--- src/rtl/sb_route_v2.sv ---
// Switch box with a serial configuration chain and Wilton-style right turns.
// Optional macro SB_OUT_REG_EN registers the out/oe ports for one cycle of latency.
module sb_route_v2 #(
  parameter int WIDTH = 4
) (
  input  logic             clk,
  input  logic             rst,
  input  logic             en,
  input  logic [WIDTH-1:0] north_in,
  input  logic [WIDTH-1:0] east_in,
  input  logic [WIDTH-1:0] south_in,
  input  logic [WIDTH-1:0] west_in,
  output logic [WIDTH-1:0] north_out,
  output logic [WIDTH-1:0] east_out,
  output logic [WIDTH-1:0] south_out,
  output logic [WIDTH-1:0] west_out,
  output logic [WIDTH-1:0] north_oe,
  output logic [WIDTH-1:0] east_oe,
  output logic [WIDTH-1:0] south_oe,
  output logic [WIDTH-1:0] west_oe,
  input  logic             config_en,
  input  logic             config_data_in,
  output logic             config_data_out,
  input  logic             config_commit,
  output logic             config_ready,
  output logic             cfg_err,
  output logic             contention,
  output logic             contention_sticky
);

  localparam int CFG_BITS = WIDTH * 8;
  localparam int CW       = $clog2(CFG_BITS + 2);
  localparam int NW       = 4 * WIDTH;

  logic [CFG_BITS-1:0] chain_reg;
  logic [CFG_BITS-1:0] active_reg;
  logic [CW-1:0]       count_reg;
  logic                cfg_err_reg;
  logic                contention_reg;
  logic                sticky_reg;

  logic [NW-1:0] in_flat;
  logic [NW-1:0] out_flat;
  logic [NW-1:0] oe_flat;
  logic [NW-1:0] multi_flat;
  logic [NW-1:0] out_sel;
  logic [NW-1:0] oe_sel;
  logic          commit_ok;
  logic          contention_next;

  // Side index d occupies in_flat[d*WIDTH +: WIDTH]: N=0, E=1, S=2, W=3.
  assign in_flat = {west_in, south_in, east_in, north_in};

  assign config_ready    = (count_reg == CW'(CFG_BITS));
  assign config_data_out = chain_reg[CFG_BITS-1];
  assign commit_ok       = config_commit && !config_en && config_ready;
  assign contention_next = en && (|multi_flat);

  always_ff @(posedge clk) begin
    if (rst) begin
      chain_reg      <= '1;
      active_reg     <= '1;
      count_reg      <= '0;
      cfg_err_reg    <= 1'b0;
      contention_reg <= 1'b0;
      sticky_reg     <= 1'b0;
    end else begin
      if (config_en) begin
        chain_reg <= {chain_reg[CFG_BITS-2:0], config_data_in};
      end
      // A rejected commit freezes the counter even while shifting.
      if (commit_ok) begin
        active_reg <= chain_reg;
        count_reg  <= '0;
      end else if (config_en && !config_commit && count_reg != CW'(CFG_BITS + 1)) begin
        count_reg <= count_reg + CW'(1);
      end
      if (config_commit && !commit_ok) begin
        cfg_err_reg <= 1'b1;
      end
      contention_reg <= contention_next;
      sticky_reg     <= commit_ok ? 1'b0 : (sticky_reg | contention_next);
    end
  end

  // Each output wire has exactly three candidate sources, one per other side.
  genvar gi, gj;
  generate
    for (gi = 0; gi < 4; gi++) begin : g_side
      for (gj = 0; gj < WIDTH; gj++) begin : g_wire
        localparam int DL = (gi + 3) % 4;
        localparam int DS = (gi + 2) % 4;
        localparam int DR = (gi + 1) % 4;
        localparam int RW = (gj + WIDTH - 1) % WIDTH;
        logic [3:0] hit;
        logic [3:0] srcv;
        logic       val;

        always_comb begin
          hit      = '0;
          srcv     = '0;
          hit[DL]  = (active_reg[(gj*4+DL)*2 +: 2] == 2'b10);
          srcv[DL] = in_flat[DL*WIDTH + gj];
          hit[DS]  = (active_reg[(gj*4+DS)*2 +: 2] == 2'b01);
          srcv[DS] = in_flat[DS*WIDTH + gj];
          hit[DR]  = (active_reg[(RW*4+DR)*2 +: 2] == 2'b00);
          srcv[DR] = in_flat[DR*WIDTH + RW];
        end

        always_comb begin
          val = 1'b0;
          for (int d = 3; d >= 0; d--) begin
            if (hit[d]) val = srcv[d];
          end
        end

        assign out_flat[gi*WIDTH + gj]   = val;
        assign oe_flat[gi*WIDTH + gj]    = |hit;
        assign multi_flat[gi*WIDTH + gj] = |(hit & (hit - 4'd1));
      end
    end
  endgenerate

`ifdef SB_OUT_REG_EN
  logic [NW-1:0] out_reg;
  logic [NW-1:0] oe_reg;

  always_ff @(posedge clk) begin
    if (rst) begin
      out_reg <= '0;
      oe_reg  <= '0;
    end else begin
      out_reg <= en ? out_flat : '0;
      oe_reg  <= en ? oe_flat  : '0;
    end
  end

  assign out_sel = out_reg;
  assign oe_sel  = oe_reg;
`else
  assign out_sel = en ? out_flat : '0;
  assign oe_sel  = en ? oe_flat  : '0;
`endif

  assign north_out = out_sel[0*WIDTH +: WIDTH];
  assign east_out  = out_sel[1*WIDTH +: WIDTH];
  assign south_out = out_sel[2*WIDTH +: WIDTH];
  assign west_out  = out_sel[3*WIDTH +: WIDTH];
  assign north_oe  = oe_sel[0*WIDTH +: WIDTH];
  assign east_oe   = oe_sel[1*WIDTH +: WIDTH];
  assign south_oe  = oe_sel[2*WIDTH +: WIDTH];
  assign west_oe   = oe_sel[3*WIDTH +: WIDTH];

  assign cfg_err           = cfg_err_reg;
  assign contention        = contention_reg && en;
  assign contention_sticky = sticky_reg;

endmodule

--- config.mk ---
export PLATFORM = sky130hd
export DESIGN_NAME = sb_route_v2
export DESIGN_NICKNAME = d
export VERILOG_FILES = /design/src/rtl/sb_route_v2.sv
export SDC_FILE = /design/constraint.sdc
export NUM_CORES = 1
export LEC_CHECK = 0
export ABC_AREA = 1
export BUFFER_PORTS_ARGS = -buffer_cell sky130_fd_sc_hd__buf_2
export CAP_MARGIN = 20
export CORE_UTILIZATION = 35
export CTS_CLUSTER_SIZE = 30
export DETAILED_ROUTE_END_ITERATION = 16
export PLACE_DENSITY = 0.54
export SETUP_SLACK_MARGIN = 0.1
export SYNTH_ARGS = -nofsm -noshare
export SYNTH_HDL_FRONTEND = slang
export SYNTH_SLANG_ARGS = --single-unit
--- constraint.sdc ---
create_clock -name clk -period 1.8 [get_ports clk]
set_input_delay 0.18 -clock clk [delete_from_list [all_inputs] [get_ports clk]]
set_output_delay 0.18 -clock clk [all_outputs]
set_load 0.01 [all_outputs]
Word-level counts from Yosys, hierarchy flattened
Index checks and enable logic that the tools add are counted.
{ "word_totals": {"register_bits": 73, "out_inout_bits": 37, "elab_cells": 168, "input_bits": 22} }
{ "op_classes": {"reduce_logical": 44, "bitwise": 17, "add_sub_neg": 17, "n_mux": 50, "n_eq_ne": 34} }
{ "op_table": {"columns": ["operator", "count"], "rows": [
  ["64-bit OR reduction", 1],
  ["4-bit bitwise AND", 12],
  ["1-bit 2-to-1 mux", 48],
  ["3-bit OR reduction", 16],
  ["4-bit by 1-bit subtractor with 4-bit output, second input constant", 12],
  ["2-bit by 1-bit equality test with 1-bit output, second input constant", 16],
  ["2-bit equality test, second input constant", 16],
  ["2-bit zero test", 16],
  ["16-bit 2-to-1 mux", 2],
  ["3-bit by 4-bit bitwise AND with 4-bit output", 4],
  ["3-bit by 1-bit subtractor with 4-bit output, second input constant", 4],
  ["1-bit logical AND", 7],
  ["6-bit by 1-bit adder with 6-bit output, second input constant", 1],
  ["6-bit equality test, second input constant", 1],
  ["6-bit inequality test, second input constant", 1],
  ["1-bit zero test", 3],
  ["2-bit OR reduction", 1],
  ["1-bit OR", 1]
]} }

Depth between registers and ports, before layout
{ "logic_depth": {"word_depth": 6, "mapped_depth": 11, "mapped_depth_nobuf": 11} }

Worst setup path before layout
OpenSTA, ideal clock, no wires.
{ "synth_path": {"path_kind": "flip-flop to flip-flop", "from": "register count_reg[0]", "to": "register active_reg[20]", "synth_period_minus_slack_ns": 1.456, "t_required_ns": 1.681, "setup_ns": 0.119, "n_path_buf": 2, "t_arrival_ns": 1.337, "path_stages_with_launch": 11, "setup_slack_ns": 0.344, "cell_sequence": "dfxtp_1 -> inv_1 -> ha_1 -> nand3_2 -> nor2_4 -> nand2_2 -> inv_2 -> buf_12 -> buf_8 -> a21oi_1 -> o21ai_2"} }
{ "synth_via": {"elab_chain_len": 2} }
{ "synth_rtl": {"columns": ["element", "line_no", "rtl"], "rows": [
  ["from (decl)", "37", "logic [CW-1:0] count_reg;"],
  ["from (signal assigned)", "76", "count_reg <= count_reg + CW'(1);"],
  ["6-bit equality test", "54", "assign config_ready = (count_reg == CW'(CFG_BITS));"],
  ["1-bit logical AND", "56", "assign commit_ok = config_commit && !config_en && config_ready;"],
  ["to (signal assigned)", "73", "active_reg <= chain_reg;"],
  ["to (decl)", "36", "logic [CFG_BITS-1:0] active_reg;"]
]} }
No other way between the ends.
A chain may end at the register's enable or synchronous reset.

Worst setup path in the final report
{ "layout_path": {"from": "register active_reg[28]", "to": "output north_out[3]"} }
{ "layout_via": {"elab_chain_len": 4} }
{ "layout_rtl": {"columns": ["element", "line_no", "rtl"], "rows": [
  ["2-bit by 1-bit equality test with 1-bit output", "104", "hit[DS] = (active_reg[(gj*4+DS)*2 +: 2] == 2'b01);"],
  ["1-bit 2-to-1 mux (2 in a row)", "113", "if (hit[d]) val = srcv[d];"],
  ["16-bit 2-to-1 mux", "141", "assign out_sel = en ? out_flat : '0;"],
  ["to (decl)", "13", "output logic [WIDTH-1:0] north_out,"]
]} }
No other way between the ends.

==> metrics.txt <==
status finished clean; max cap viols 0; Max Freq 0.602 GHz; io pins 59; clk_lat worst skew 0.35 ns; starting density of the core 36.7%; drt drc 0; Psw 844 uW; cells along the critical path inv_1 -> nor2_1 -> nand2_1 -> a31oi_2 -> buf_2; hold path start config_data_in; final net count 659; post-synthesis sequential area ratio 37.9%; P_leak 0.00248 uW; adder-cell area share of the yosys netlist 0.974%; final setup TNS 0 ns; Slew headroom 76.2%; Final period util 92.3%; Ant. Diodes 0; flops & latches, synth 73; Synth Warn # 0; First-pass DRT Iterations 4; reg-to-reg critical path startpoint count_reg[0]$_SDFFE_PP0P_; FF-to-FF path depth 9; pre-CTS WS 0.139 ns; Slew Limit Fails 0; DP Cell Count 754; largest net degree at the start of global routing 41; commonest non-fill, non-tap cell in the layout nand2_1; worst path bufs/invs 2; Post-Syn Instances 573; logic gate share of total power 7.3%; Synth Area in Compound Gates 19.9%; GRT Total Usage 21.6%; Fin Clk Skew 0.0108 ns; ratio of cells with drive above 1 in the final layout 25.4%; RSZ-0062 raised after global routing true; maximum buffer depth of the clock tree 2; Worst path slowest cell dfxtp_1; mux cell area share after synthesis 0%; clock power share 42.0%; Switching Share 25.0%; Via density 5.00; Final setup viols 0; measured slew at the worst slew-check pin 0.357 ns; area fraction of the dominant cell type after synthesis 37.9%; CTS Sinks 73; HPWL after DPL 9380 um; Yosys cell types 34; worst reg-to-reg setup slack 0.22 ns; crit end category output pin; Area growth syn-to-layout 19.5%; largest cells by area after synthesis dfxtp_1 38%, nand2_1 15%, nand3_1 7.1%; die width 107 um; First DRT Iteration DRCs 158; initial antenna violation count 0; total grt overflow 0; crit path max fanout 4; WL final 11800 um; die area 11400 um2; Internal Power 2530 uW; Post-DRT Antenna Nets 0; Finished Layout Cells 775; CP top delay family flip-flops; vias in the first global route 3595; main combinational cell family by area after synthesis simple AND/OR/NAND/NOR gates; # rows 37; Hold Path Sink chain_reg[0]$_SDFFE_PP1P_; vias post-DR 3872; synthesized cell area 3850 um2; most frequent cells in the layout 145 x nand2_1, 68 x dfxtp_1, 58 x inv_1, 58 x buf_2, 55 x nand3_1; DIE HEIGHT 107 um; Required @ worst endpoint 1.62 ns; CP Data Arrival Time 1.48 ns; syn_area_per_cell 6.73 um2; xor and xnor fraction of the mapped netlist area 0.454%; WS Path Type reg2out; GPL Wtd Cong 0.948; fin crit period 1.66 ns; first-pass GRT wire length 18800 um; Reg-to-Reg End active_reg[17]$_SDFFE_PP1P_; htree depth 3; HP Class in2reg; Seq pwr share 50.7%; CORE AREA 10500 um2; worst hold path stage count 3; power density cells 733 nW/um2; peak supply drop 0.422 mV; post-synthesis simple-gate area fraction 30.2%; post-synth top area cell dfxtp_1; Hold Vio Cnt, Final 0; CTS clock-pin slew for the worst setup and hold paths 0.09 ns; CP peak stage delay 0.36 ns; CTS tree yes; PortBufs 58; syn_nets 598; PnR worst setup slack 0.139 ns; Inserted Clock Buffers 9; routed wire length per instance 15.2 um; CTS root buf clkbuf_8; Setup crit start kind flip-flop
Yosys cell counts:
cell / n
nand2_1: 156
dfxtp_1: 73
inv_1: 66
nand3_1: 55
nor2_1: 53
o21ai_0: 48
a21oi_1: 21
a31oi_1: 18
o21ai_2: 18
clkbuf_1: 14
a21oi_2: 10
nor3_1: 6
o21ai_1: 4
ha_1: 3
nand4_1: 3
a211oi_1: 2
buf_12: 2
buf_2: 2
buf_8: 2
nor2_2: 2
xor2_1: 2
a221oi_1: 1
a311oi_1: 1
buf_1: 1
buf_4: 1
buf_6: 1
clkinv_1: 1
inv_2: 1
nand2_2: 1
nand3_2: 1
nor2_4: 1
nor3b_1: 1
o211a_1: 1
or2_2: 1
final cells by class:
| type | count | area [um2] |
|---|---|---|
| Fill cell | 1153 | 5900 |
| Multi-Input combinational cell | 409 | 2080 |
| Sequential cell | 73 | 1470 |
| Timing Repair Buffer | 73 | 415 |
| Inverter | 68 | 255 |
| Tap cell | 136 | 170 |
| Clock buffer | 9 | 124 |
| Clock inverter | 7 | 95.1 |
tightest hold or removal path: cells and delay by family:
| family | cells | cell delay, ns |
|---|---|---|
| and+or+nand+nor | 2 | 0.10 |
| buffers and inverters | 1 | 0.08 |
kinds of logic (layout without fill, tap and decap cells):
kind of cell / count (synthesis) / count (layout)
flip-flops: 73 / 73
adder cells (fa/ha/maj): 3 / 3
buffers and inverters: 91 / 157
AND/OR/NAND/NOR: 280 / 280
XOR/XNOR: 2 / 2
AO/OA/AOI/OAI: 124 / 124
repair_timing:
| action | CTS | global route |
|---|---|---|
| pin swaps | 1 | 5 |
| gates cloned | 0 | 0 |
| hold buffers | 0 | 0 |
| buffers inserted | 1 | 4 |
| setup endpoints to repair | 4 | 41 |
| resized for setup | 10 | 40 |
how the worst max path moves through the flow:
stage,from,endpoint,slack [ns],cells past startpoint
final,active_reg[28]$_SDFFE_PP1P_,north_out[3],0.14,5
after global routing,active_reg[28]$_SDFFE_PP1P_,north_out[3],0.04,5
after CTS,active_reg[3]$_SDFFE_PP1P_,north_out[1],0.08,6
after detailed placement,count_reg[0]$_SDFFE_PP0P_,count_reg[4]$_SDFFE_PP0P_,0.14,8
after global placement,count_reg[0]$_SDFFE_PP0P_,count_reg[4]$_SDFFE_PP0P_,0.23,8
after floorplan,count_reg[0]$_SDFFE_PP0P_,active_reg[20]$_SDFFE_PP1P_,0.34,10
power groups by stage:
stage               clock, uW  sequential, uW  combinational [uW]
floorplan                   0            1740                 155
global placement            0            1750                 242
detailed placement          0            1750                 244
CTS                      1450            1710                 246
global route             1520            1720                 278
finish                   1420            1710                 246
metal layers:
metal,GRT usage [%],vias up,wire length (um),part of all wire (%)
met2,35.4,108,5240,44
met5,0,-,0,0
met3,2.67,19,538,4.6
li1,-,1990,-,-
met4,8.71,0,310,2.6
met1,28.6,1755,5690,48
metrics by stage:
step | cell area (um2) | utilization (%) | hold slack [ns] | total power (uW)
detailed placement | 4250 | 40.4 | 0.405 | 2000
global route | 4610 | 43.8 | 0.0557 | 3520
global placement | 4250 | 40.4 | 0.399 | 1990
CTS | 4490 | 42.8 | 0.0404 | 3410
finish | 4610 | 43.8 | 0.0471 | 3380
floorplan | 3850 | - | 0.306 | 1890
Note: power is estimated with default switching activity, not from simulation.
